## config.mk

```make
export PLATFORM = sky130hd
export DESIGN_NAME = cmp_result_filter_flat
export DESIGN_NICKNAME = d
export VERILOG_FILES = /design/src/rtl/cmp_result_filter_if.sv /design/src/rtl/cmp_result_filter.sv /design/src/flat_wrapper.sv
export SDC_FILE = /design/constraint.sdc
export NUM_CORES = 1
export LEC_CHECK = 0
export BUFFER_PORTS_ARGS = -buffer_cell sky130_fd_sc_hd__buf_4
export CAP_MARGIN = 20
export CORE_MARGIN = 2
export CORE_UTILIZATION = 57
export DETAILED_ROUTE_END_ITERATION = 8
export GPL_TIMING_DRIVEN = 1
export HOLD_SLACK_MARGIN = 0.03
export PLACE_DENSITY = 0.77
export SLEW_MARGIN = 20
export SYNTH_ARGS = -nofsm -noshare
export SYNTH_HDL_FRONTEND = slang
export SYNTH_SLANG_ARGS = --single-unit
export TNS_END_PERCENT = 50
```

## constraint.sdc

```tcl
create_clock -name clk -period 2.6 [get_ports clk]
set_input_delay 0.26 -clock clk [delete_from_list [all_inputs] [get_ports clk]]
set_output_delay 0.26 -clock clk [all_outputs]
set_load 0.02 [all_outputs]
```

## src/rtl/cmp_result_filter_if.sv

```systemverilog
// Bundle of comparator flags (in) and committed, debounced results (out).
// Latency: none, wiring only.
// Backpressure: none, level signals only.
//   master: drives a_gt_b/a_lt_b/a_eq_b and observes the results (upstream side / bench)
//   slave : consumes the flags and drives res_*, res_valid, change_strobe,
//           change_count and illegal (the filter)
interface cmp_result_filter_if #(
    parameter int CNT_WIDTH = 8
);
    logic                 a_gt_b;
    logic                 a_lt_b;
    logic                 a_eq_b;
    logic                 res_gt;
    logic                 res_lt;
    logic                 res_eq;
    logic                 res_valid;
    logic                 change_strobe;
    logic [CNT_WIDTH-1:0] change_count;
    logic                 illegal;

    modport master (
        output a_gt_b, a_lt_b, a_eq_b,
        input  res_gt, res_lt, res_eq, res_valid, change_strobe, change_count, illegal
    );

    modport slave (
        input  a_gt_b, a_lt_b, a_eq_b,
        output res_gt, res_lt, res_eq, res_valid, change_strobe, change_count, illegal
    );
endinterface

```

## src/rtl/cmp_result_filter.sv

```systemverilog
// Synchronise and debounce comparator flags; commit a pattern after STABLE_CYCLES stable clocks.
// Latency: pattern held from before edge E0 shows on res_*/change_strobe at edge E0+STABLE_CYCLES+2.
// Backpressure: none; all outputs are registered levels plus a one-cycle change strobe.
//   Ports: clk, rst (async, active-high), bus (cmp_result_filter_if.slave).
module cmp_result_filter #(
    parameter int STABLE_CYCLES = 12000,
    parameter int CNT_WIDTH     = 8
) (
    input  logic                clk,
    input  logic                rst,
    cmp_result_filter_if.slave  bus
);
    localparam int              SCW      = $clog2(STABLE_CYCLES + 1);
    localparam logic [SCW-1:0]  STAB_MAX = SCW'(STABLE_CYCLES - 1);

    localparam logic [1:0] CODE_EQ  = 2'b00;
    localparam logic [1:0] CODE_GT  = 2'b01;
    localparam logic [1:0] CODE_LT  = 2'b10;
    localparam logic [1:0] CODE_ILL = 2'b11;

    typedef enum logic [1:0] {
        ST_EMPTY  = 2'd0,
        ST_HOLD   = 2'd1,
        ST_SETTLE = 2'd2
    } state_t;

    // flag vectors are ordered {gt, lt, eq}
    logic [2:0]           sync1_q;
    logic [2:0]           sync2_q;
    logic [2:0]           prime_q;
    logic [1:0]           s;
    logic [1:0]           cand_q;
    logic [SCW-1:0]       stab_q;
    logic [1:0]           code_q;
    state_t               state_q;
    state_t               state_d;
    logic                 fresh;
    logic                 qualified;
    logic                 commit;
    logic                 ill_set;
    logic                 ill_clr;
    logic                 res_gt_q;
    logic                 res_lt_q;
    logic                 res_eq_q;
    logic                 res_valid_q;
    logic                 strobe_q;
    logic [CNT_WIDTH-1:0] count_q;
    logic                 illegal_q;

    // Two-flop synchronisers on the asynchronous flags.
    always_ff @(posedge clk or posedge rst) begin
        if (rst) begin
            sync1_q <= '0;
            sync2_q <= '0;
            prime_q <= '0;
        end else begin
            sync1_q <= {bus.a_gt_b, bus.a_lt_b, bus.a_eq_b};
            sync2_q <= sync1_q;
            prime_q <= {prime_q[1:0], 1'b1};
        end
    end

    // The synchroniser's reset contents are not a real sample. Until the first
    // captured sample has been loaded as a fresh candidate, counting is held at
    // zero, so nothing can qualify earlier than STABLE_CYCLES+2 edges after reset.
    assign fresh = ~prime_q[2];

    always_comb begin
        case (sync2_q)
            3'b100:  s = CODE_GT;
            3'b010:  s = CODE_LT;
            3'b001:  s = CODE_EQ;
            default: s = CODE_ILL;
        endcase
    end

    // Candidate tracking: any change of s restarts the count; count saturates.
    always_ff @(posedge clk or posedge rst) begin
        if (rst) begin
            cand_q <= CODE_ILL;
            stab_q <= '0;
        end else if (fresh || (s != cand_q)) begin
            cand_q <= s;
            stab_q <= '0;
        end else if (stab_q != STAB_MAX) begin
            stab_q <= stab_q + SCW'(1);
        end
    end

    assign qualified = ~fresh && (s == cand_q) && (stab_q == STAB_MAX);

    always_ff @(posedge clk or posedge rst) begin
        if (rst) state_q <= ST_EMPTY;
        else     state_q <= state_d;
    end

    always_comb begin
        state_d = state_q;
        commit  = 1'b0;
        ill_set = 1'b0;
        ill_clr = 1'b0;

        if (qualified) begin
            if (cand_q == CODE_ILL) begin
                ill_set = 1'b1;
            end else begin
                ill_clr = 1'b1;
                commit  = (state_q == ST_EMPTY) || (cand_q != code_q);
            end
        end

        case (state_q)
            ST_EMPTY:  if (commit) state_d = ST_HOLD;
            ST_HOLD: begin
                // with STABLE_CYCLES = 1 a new candidate can commit straight from HOLD
                if (commit)                    state_d = ST_HOLD;
                else if (cand_q != code_q)     state_d = ST_SETTLE;
            end
            ST_SETTLE: if (commit || (cand_q == code_q)) state_d = ST_HOLD;
            default:   state_d = ST_EMPTY;
        endcase
    end

    // Committed result and status registers.
    always_ff @(posedge clk or posedge rst) begin
        if (rst) begin
            code_q      <= CODE_EQ;
            res_gt_q    <= 1'b0;
            res_lt_q    <= 1'b0;
            res_eq_q    <= 1'b0;
            res_valid_q <= 1'b0;
            strobe_q    <= 1'b0;
            count_q     <= '0;
            illegal_q   <= 1'b0;
        end else begin
            strobe_q <= commit;
            if (commit) begin
                code_q      <= cand_q;
                res_gt_q    <= (cand_q == CODE_GT);
                res_lt_q    <= (cand_q == CODE_LT);
                res_eq_q    <= (cand_q == CODE_EQ);
                res_valid_q <= 1'b1;
                count_q     <= count_q + CNT_WIDTH'(1);
            end
            if (ill_set)      illegal_q <= 1'b1;
            else if (ill_clr) illegal_q <= 1'b0;
        end
    end

    assign bus.res_gt        = res_gt_q;
    assign bus.res_lt        = res_lt_q;
    assign bus.res_eq        = res_eq_q;
    assign bus.res_valid     = res_valid_q;
    assign bus.change_strobe = strobe_q;
    assign bus.change_count  = count_q;
    assign bus.illegal       = illegal_q;
endmodule

```

## src/flat_wrapper.sv

```systemverilog
// flat-port wrapper written by rule: the top's interface ports become plain ports
module cmp_result_filter_flat 
#(
    parameter int STABLE_CYCLES = 12000,
    parameter int CNT_WIDTH     = 8
)
  (clk, rst, bus_a_gt_b, bus_a_lt_b, bus_a_eq_b, bus_res_gt, bus_res_lt, bus_res_eq, bus_res_valid, bus_change_strobe, bus_change_count, bus_illegal);
  cmp_result_filter_if #(.CNT_WIDTH(CNT_WIDTH)) bus_i ();
  input  logic clk;
  input  logic rst;
  input wire logic [$bits(bus_i.a_gt_b)-1:0] bus_a_gt_b;
  input wire logic [$bits(bus_i.a_lt_b)-1:0] bus_a_lt_b;
  input wire logic [$bits(bus_i.a_eq_b)-1:0] bus_a_eq_b;
  output wire logic [$bits(bus_i.res_gt)-1:0] bus_res_gt;
  output wire logic [$bits(bus_i.res_lt)-1:0] bus_res_lt;
  output wire logic [$bits(bus_i.res_eq)-1:0] bus_res_eq;
  output wire logic [$bits(bus_i.res_valid)-1:0] bus_res_valid;
  output wire logic [$bits(bus_i.change_strobe)-1:0] bus_change_strobe;
  output wire logic [$bits(bus_i.change_count)-1:0] bus_change_count;
  output wire logic [$bits(bus_i.illegal)-1:0] bus_illegal;
  assign bus_i.a_gt_b = bus_a_gt_b;
  assign bus_i.a_lt_b = bus_a_lt_b;
  assign bus_i.a_eq_b = bus_a_eq_b;
  assign bus_res_gt = bus_i.res_gt;
  assign bus_res_lt = bus_i.res_lt;
  assign bus_res_eq = bus_i.res_eq;
  assign bus_res_valid = bus_i.res_valid;
  assign bus_change_strobe = bus_i.change_strobe;
  assign bus_change_count = bus_i.change_count;
  assign bus_illegal = bus_i.illegal;
  cmp_result_filter #(.STABLE_CYCLES(STABLE_CYCLES), .CNT_WIDTH(CNT_WIDTH)) u_core (.clk(clk), .rst(rst), .bus(bus_i));
endmodule
```

== Word level (Yosys, flattened, before mapping) ==
Index checks and enable logic that the tools add are counted.

* $add $sub $neg: 2
* Equality and inequality tests: 17
* Multiplexer cells: 16
* Bitwise gates (word level): 1
* Reduce and logical (&&, ||, !) cells: 10

{| class="wikitable"
|+ Operators by type and width
! kind !! count
|-
| 14-bit 2-to-1 mux || 2
|-
| 14-bit by 1-bit adder with 14-bit output, second input constant || 1
|-
| 14-bit equality test, second input constant || 1
|-
| 14-bit inequality test, second input constant || 1
|-
| 2-bit case mux with 3 select lines || 2
|-
| 8-bit by 1-bit adder with 8-bit output, second input constant || 1
|-
| 1-bit 2-to-1 mux || 8
|-
| 2-bit 2-to-1 mux || 4
|-
| 2-bit equality test, second input constant || 3
|-
| 2-bit by 1-bit equality test with 1-bit output, second input constant || 2
|-
| 2-bit equality test || 2
|-
| 2-bit zero test || 2
|-
| 2-bit by 1-bit inequality test with 1-bit output, second input constant || 2
|-
| 2-bit inequality test || 2
|-
| 2-bit nonzero test || 2
|-
| 3-bit by 1-bit equality test with 1-bit output, second input constant || 1
|-
| 3-bit by 2-bit equality test with 1-bit output, second input constant || 1
|-
| 3-bit equality test, second input constant || 1
|-
| 1-bit logical OR || 3
|-
| 3-bit by 1-bit inequality test with 1-bit output, second input constant || 1
|-
| 3-bit AND reduction || 1
|-
| 1-bit logical AND || 2
|-
| 1-bit inverter || 1
|}

* Register bits: 43
* Bits of input ports: 5
* Output and inout bits: 14
* Word-level logic and storage cells: 60

== Logic depth before layout (Yosys ltp) ==
* Depth in word-level cells: 9
* Gate-level depth with buffers: 7
* Gate-level depth less buffers: 6

== Worst setup path after synthesis ==
OpenSTA, ideal clock, no wires.

* Path type: register -> register
* Start point: register u_core.stab_q[5]
* End point: register u_core.count_q[1] (netlist: u_core.bus.change_count[1])
* Setup time: 125 ps
* Arrival time: 2192 ps
* Data required time: 2475 ps
* Path slack: 283 ps
* Stages on the path, launching flop included: 6
* Path buffers: 0
* Period minus slack after synthesis: 2317 ps
* Cells stage by stage: dfrtp_1 -> or4b_4 -> nor4_4 -> nand2_4 -> nor3_4 -> mux2_2

* Longest elaborated chain between the ends: 3

{| class="wikitable"
|+ RTL lines
! element !! line !! source
|-
| start: declaration || cmp_result_filter.sv:33 || <nowiki>logic [SCW-1:0] stab_q;</nowiki>
|-
| start signal: assignment || cmp_result_filter.sv:86 || <nowiki>stab_q <= stab_q + SCW'(1);</nowiki>
|-
| 14-bit equality test || cmp_result_filter.sv:90 || <nowiki>assign qualified = ~fresh && (s == cand_q) && (stab_q == STAB_MAX);</nowiki>
|-
| 1-bit logical AND || cmp_result_filter.sv:90 ||
|-
| 1-bit 2-to-1 mux || cmp_result_filter.sv:103 || <nowiki>if (qualified) begin</nowiki>
|-
| net u_core.commit || cmp_result_filter.sv:39 || <nowiki>logic commit;</nowiki>
|-
| end signal: assignment || cmp_result_filter.sv:143 || <nowiki>count_q <= count_q + CNT_WIDTH'(1);</nowiki>
|-
| end: declaration || cmp_result_filter.sv:47 || <nowiki>logic [CNT_WIDTH-1:0] count_q;</nowiki>
|}

The timed path passes the listed nets, and every way through them passes these cells.
A chain may end at the register's enable or synchronous reset.

== Worst setup path in the final report ==
* Start point: register u_core.sync2_q[0]
* End point: register u_core.res_gt_q (netlist: u_core.bus.res_gt)

* Longest elaborated chain between the ends: 6
* Elaborated cells on any way between the ends: 8
* Classes of those cells: 4 x eq/ne; 2 x mux; 2 x reduce/logical

{| class="wikitable"
|+ RTL lines
! element !! line !! source
|-
| start: declaration || cmp_result_filter.sv:29 || <nowiki>logic [2:0] sync2_q;</nowiki>
|-
| start signal: assignment || cmp_result_filter.sv:58 || <nowiki>sync2_q <= sync1_q;</nowiki>
|-
| 3-bit by 1-bit equality test with 1-bit output (tied with other cells) || cmp_result_filter.sv:69 || <nowiki>case (sync2_q)</nowiki>
|-
| 2-bit case mux with 3 select lines (*) || cmp_result_filter.sv:69 ||
|-
| 2-bit equality test (*) || cmp_result_filter.sv:90 ||
|-
| 1-bit logical AND (*) (2 in a row) || cmp_result_filter.sv:90 ||
|-
| 1-bit 2-to-1 mux (*) || cmp_result_filter.sv:103 ||
|-
| net u_core.commit || cmp_result_filter.sv:39 ||
|-
| end signal: assignment || cmp_result_filter.sv:139 || <nowiki>res_gt_q <= (cand_q == CODE_GT);</nowiki>
|-
| end: declaration || cmp_result_filter.sv:42 || <nowiki>logic res_gt_q;</nowiki>
|}

Mark *: on every way through the listed nets, which the timed path passes. The rest lies on a longest branch.

==> metrics <==
status=finished clean; GRT Total Usage=18.5%; Final Slew Violations=0; WHS=0.363 ns; area of the mapped netlist=1890 um2; Pleak=1.03 nW; die width=61.6 um; Worst Path Max Fanout=10; Rows=20; drt pass-1 iters=4; final hold vios=0; number of port buffers=18; Reg area=1080 um2; Remaining DRCs=0; ratio of cells with drive above 1 in the final layout=25.0%; mux cell area share after synthesis=4.70%; Core Area=3100 um2; Placed Area=2090 um2; Final WS setup=0.227 ns; CP Capture Type=flop; max cap viols=0; RSZ-0062 raised after global routing=false; Psw=0.258 mW; Ports=19; WP data required=2.84 ns; combinational fraction of design power=5.6%; largest net degree at the start of global routing=27; average wire per standard cell=12.9 um; most frequent cells in the layout=dfrtp_1 (41), buf_4 (22), nor2_1 (18); Synth Area in Adders=1.32%; post-CTS setup buffer count=0; WS Path Type=flop to flop; Layout Utilization=70.5%; Slew headroom=47.0%; Avg Cell Area, Syn=11.5 um2; fin crit share=91.3%; FF+latch count, synth=43; setup_tns=0 ns; Syn Inst Count=164; ANT cells=0; clk slew on worst S/H paths=0.12 ns; P_int=0.809 mW; final-report setup violation count=0; final instance area=2190 um2; die height=61.6 um; CTS buffer count=5; register area share after synthesis=57.0%; worst slew pin tran=0.791 ns; sw frac=24.2%; Initial Util=60.9%; initial antenna violation count=0; final clock skew=0.00917 ns; first-pass GRT wire length=5.09 mm; DR vias/cell=5.23; post-synthesis xor/xnor area fraction=11.1%; DP Worst Slack=0.208 ns; Routed Antenna Nets=0; area of the multi-input gates=772 um2; die area=3790 um2; Final Critical Period=2.37 ns; DP Wirelength=2.26 mm; clock sink total=43; Simple-Gate Fraction of Synth Area=19.9%; total grt overflow=0; maximum clock rate=421 MHz; largest family of logic cells by synthesized area=simple AND/OR/NAND/NOR gates; clock tree root driver cell=clkbuf_4; initial DRC count=67; Clk Latency, worst-skew pair=0.35 ns; power per standard cell area=488 nW/um2; Syn-to-layout area delta=15.7%; post-synthesis net count=171; TritonCTS clock tree=done; Worst VDD drop=0.000441 V; post-synthesis compound-gate area fraction=3.31%; Seq pwr share=65.2%; Hold WC Path Type=flop to flop; maximum clock path buffer count=2; Yosys warnings=0; H-tree lvl count=2; Layout fillers=247; Critical Path AT=2.61 ns; routed wire length=3.04 mm; vias after detailed routing=1,234; GPL Wtd Cong=0.787; Yosys cell types=39; Clock Power Share=29.2%; number of global-route vias before repair=1,178; Net count, final=198; commonest non-fill, non-tap cell in the layout=dfrtp_1; Critical Path Source Type=flop
[per-layer routing]
layer / wire length [um] / share of wire (%) / global-route usage [%] / vias up
met5: 0 / 0 / 0 / -
met4: 38 / 1.3 / 5.47 / 0
met3: 96 / 3.2 / 5.67 / 6
met2: 1560 / 51 / 33.2 / 18
met1: 1340 / 44 / 21.2 / 597
li1: - / - / - / 613
[critical path, stage by stage (launching register included)]
cell     delay (ns)
dfrtp_1        0.48
or4b_1         0.55
a31oi_1        0.22
o31ai_2        0.21
nor3_4         0.41
mux2_2         0.38
[metrics by stage]
step / cells / power [mW]
2_1_floorplan: 164 / 0.746
3_3_place_gp: 224 / 0.762
3_5_place_dp: 224 / 0.766
4_1_cts: 236 / 1.09
5_1_grt: 236 / 1.12
6_report: 236 / 1.07
[area by class of cell]
class / count / share of cell area [%]
clock inverters: 3 / 0.915
flip-flops and latches: 43 / 49.3
clock buffers: 5 / 1.72
multi-input cells: 110 / 35.3
inverters: 5 / 0.858
well taps: 44 / 2.52
repair buffers: 26 / 9.38
[synth_stat cells]
cell type	count	share of area [%]
nor3_4	1	0.86
o211ai_1	1	0.40
o31ai_1	1	0.40
nand2b_1	2	0.66
nand2_4	1	0.60
and3_1	2	0.66
buf_1	1	0.20
nor2_1	18	3.6
buf_2	3	0.79
xor2_1	14	6.5
a211oi_1	1	0.40
xnor2_1	10	4.6
or4b_4	1	0.73
and2b_2	1	0.46
nand3_1	7	1.9
o31a_1	1	0.46
or2_2	2	0.66
or4b_1	1	0.53
or3_1	2	0.66
nor4_4	1	1.1
nand2_1	8	1.6
nand3b_1	1	0.40
ha_1	2	1.3
o21ai_0	2	0.53
nand4_1	2	0.66
dfstp_2	2	2.8
conb_1	1	0.20
nor3b_1	2	0.79
a21oi_1	3	0.79
mux2i_1	1	0.53
clkbuf_1	2	0.40
mux2_2	7	4.2
inv_1	5	0.99
a31oi_1	1	0.33
dfrtp_1	41	54
and2_1	1	0.33
nor4_1	6	2.0
or3b_2	1	0.46
nor3_1	5	1.3
[cell families (layout without fill, tap and decap cells)]
family,Yosys count,count (layout)
fa+ha+maj,2,2
compound gates,10,10
buf+inv,11,39
flops,43,43
other cells,1,1
simple gates,65,65
mux,8,8
xor+xnor,24,24
[state kept, by name (all words and copies together) (netlist names)]
| signal | count |
|---|---|
| u_core.bus.res_valid | 1 |
| u_core.sync2_q | 3 |
| u_core.bus.res_gt | 1 |
| u_core.sync1_q | 3 |
| u_core.cand_q | 2 |
| u_core.bus.change_strobe | 1 |
| u_core.prime_q | 3 |
| u_core.code_q | 2 |
| u_core.bus.illegal | 1 |
| u_core.bus.res_lt | 1 |
| u_core.bus.res_eq | 1 |
| u_core.stab_q | 14 |
| u_core.state_q | 2 |
| u_core.bus.change_count | 8 |
[power by group through the flow]
stage / sequential, mW / combinational, mW / clock (mW)
after floorplan: 0.699 / 0.0472 / 0
after global placement: 0.708 / 0.0544 / 0
after detailed placement: 0.709 / 0.0573 / 0
after CTS: 0.696 / 0.0621 / 0.328
after global routing: 0.699 / 0.0683 / 0.348
final: 0.696 / 0.0602 / 0.311
[path summary, 6_finish.rpt]
kind / startpoint / endpoint / slack, ns / depth (start not counted)
setup / recovery: u_core.sync2_q[0]$_DFF_PP0_ / u_core.bus.res_gt$_DFFE_PP0P_ / 0.23 / 5
hold / removal: u_core.sync1_q[2]$_DFF_PP0_ / u_core.sync2_q[2]$_DFF_PP0_ / 0.36 / 0
setup reg to reg: u_core.sync2_q[0]$_DFF_PP0_ / u_core.bus.res_gt$_DFFE_PP0P_ / 0.23 / 5
hold reg to reg: u_core.sync1_q[2]$_DFF_PP0_ / u_core.sync2_q[2]$_DFF_PP0_ / 0.36 / 0
max in group asynchronous: rst / u_core.cand_q[0]$_DFFE_PP1N_ / 1.79 / 4
min in group asynchronous: rst / u_core.stab_q[4]$_DFFE_PP0P_ / 0.48 / 4
[timing repair]
item / 4_1_cts / 5_1_grt
hold buffers: 4 / 0
hold endpoints to repair: 44 / 0
resized for setup: 0 / 0
Power figures use the tool's default switching activity.
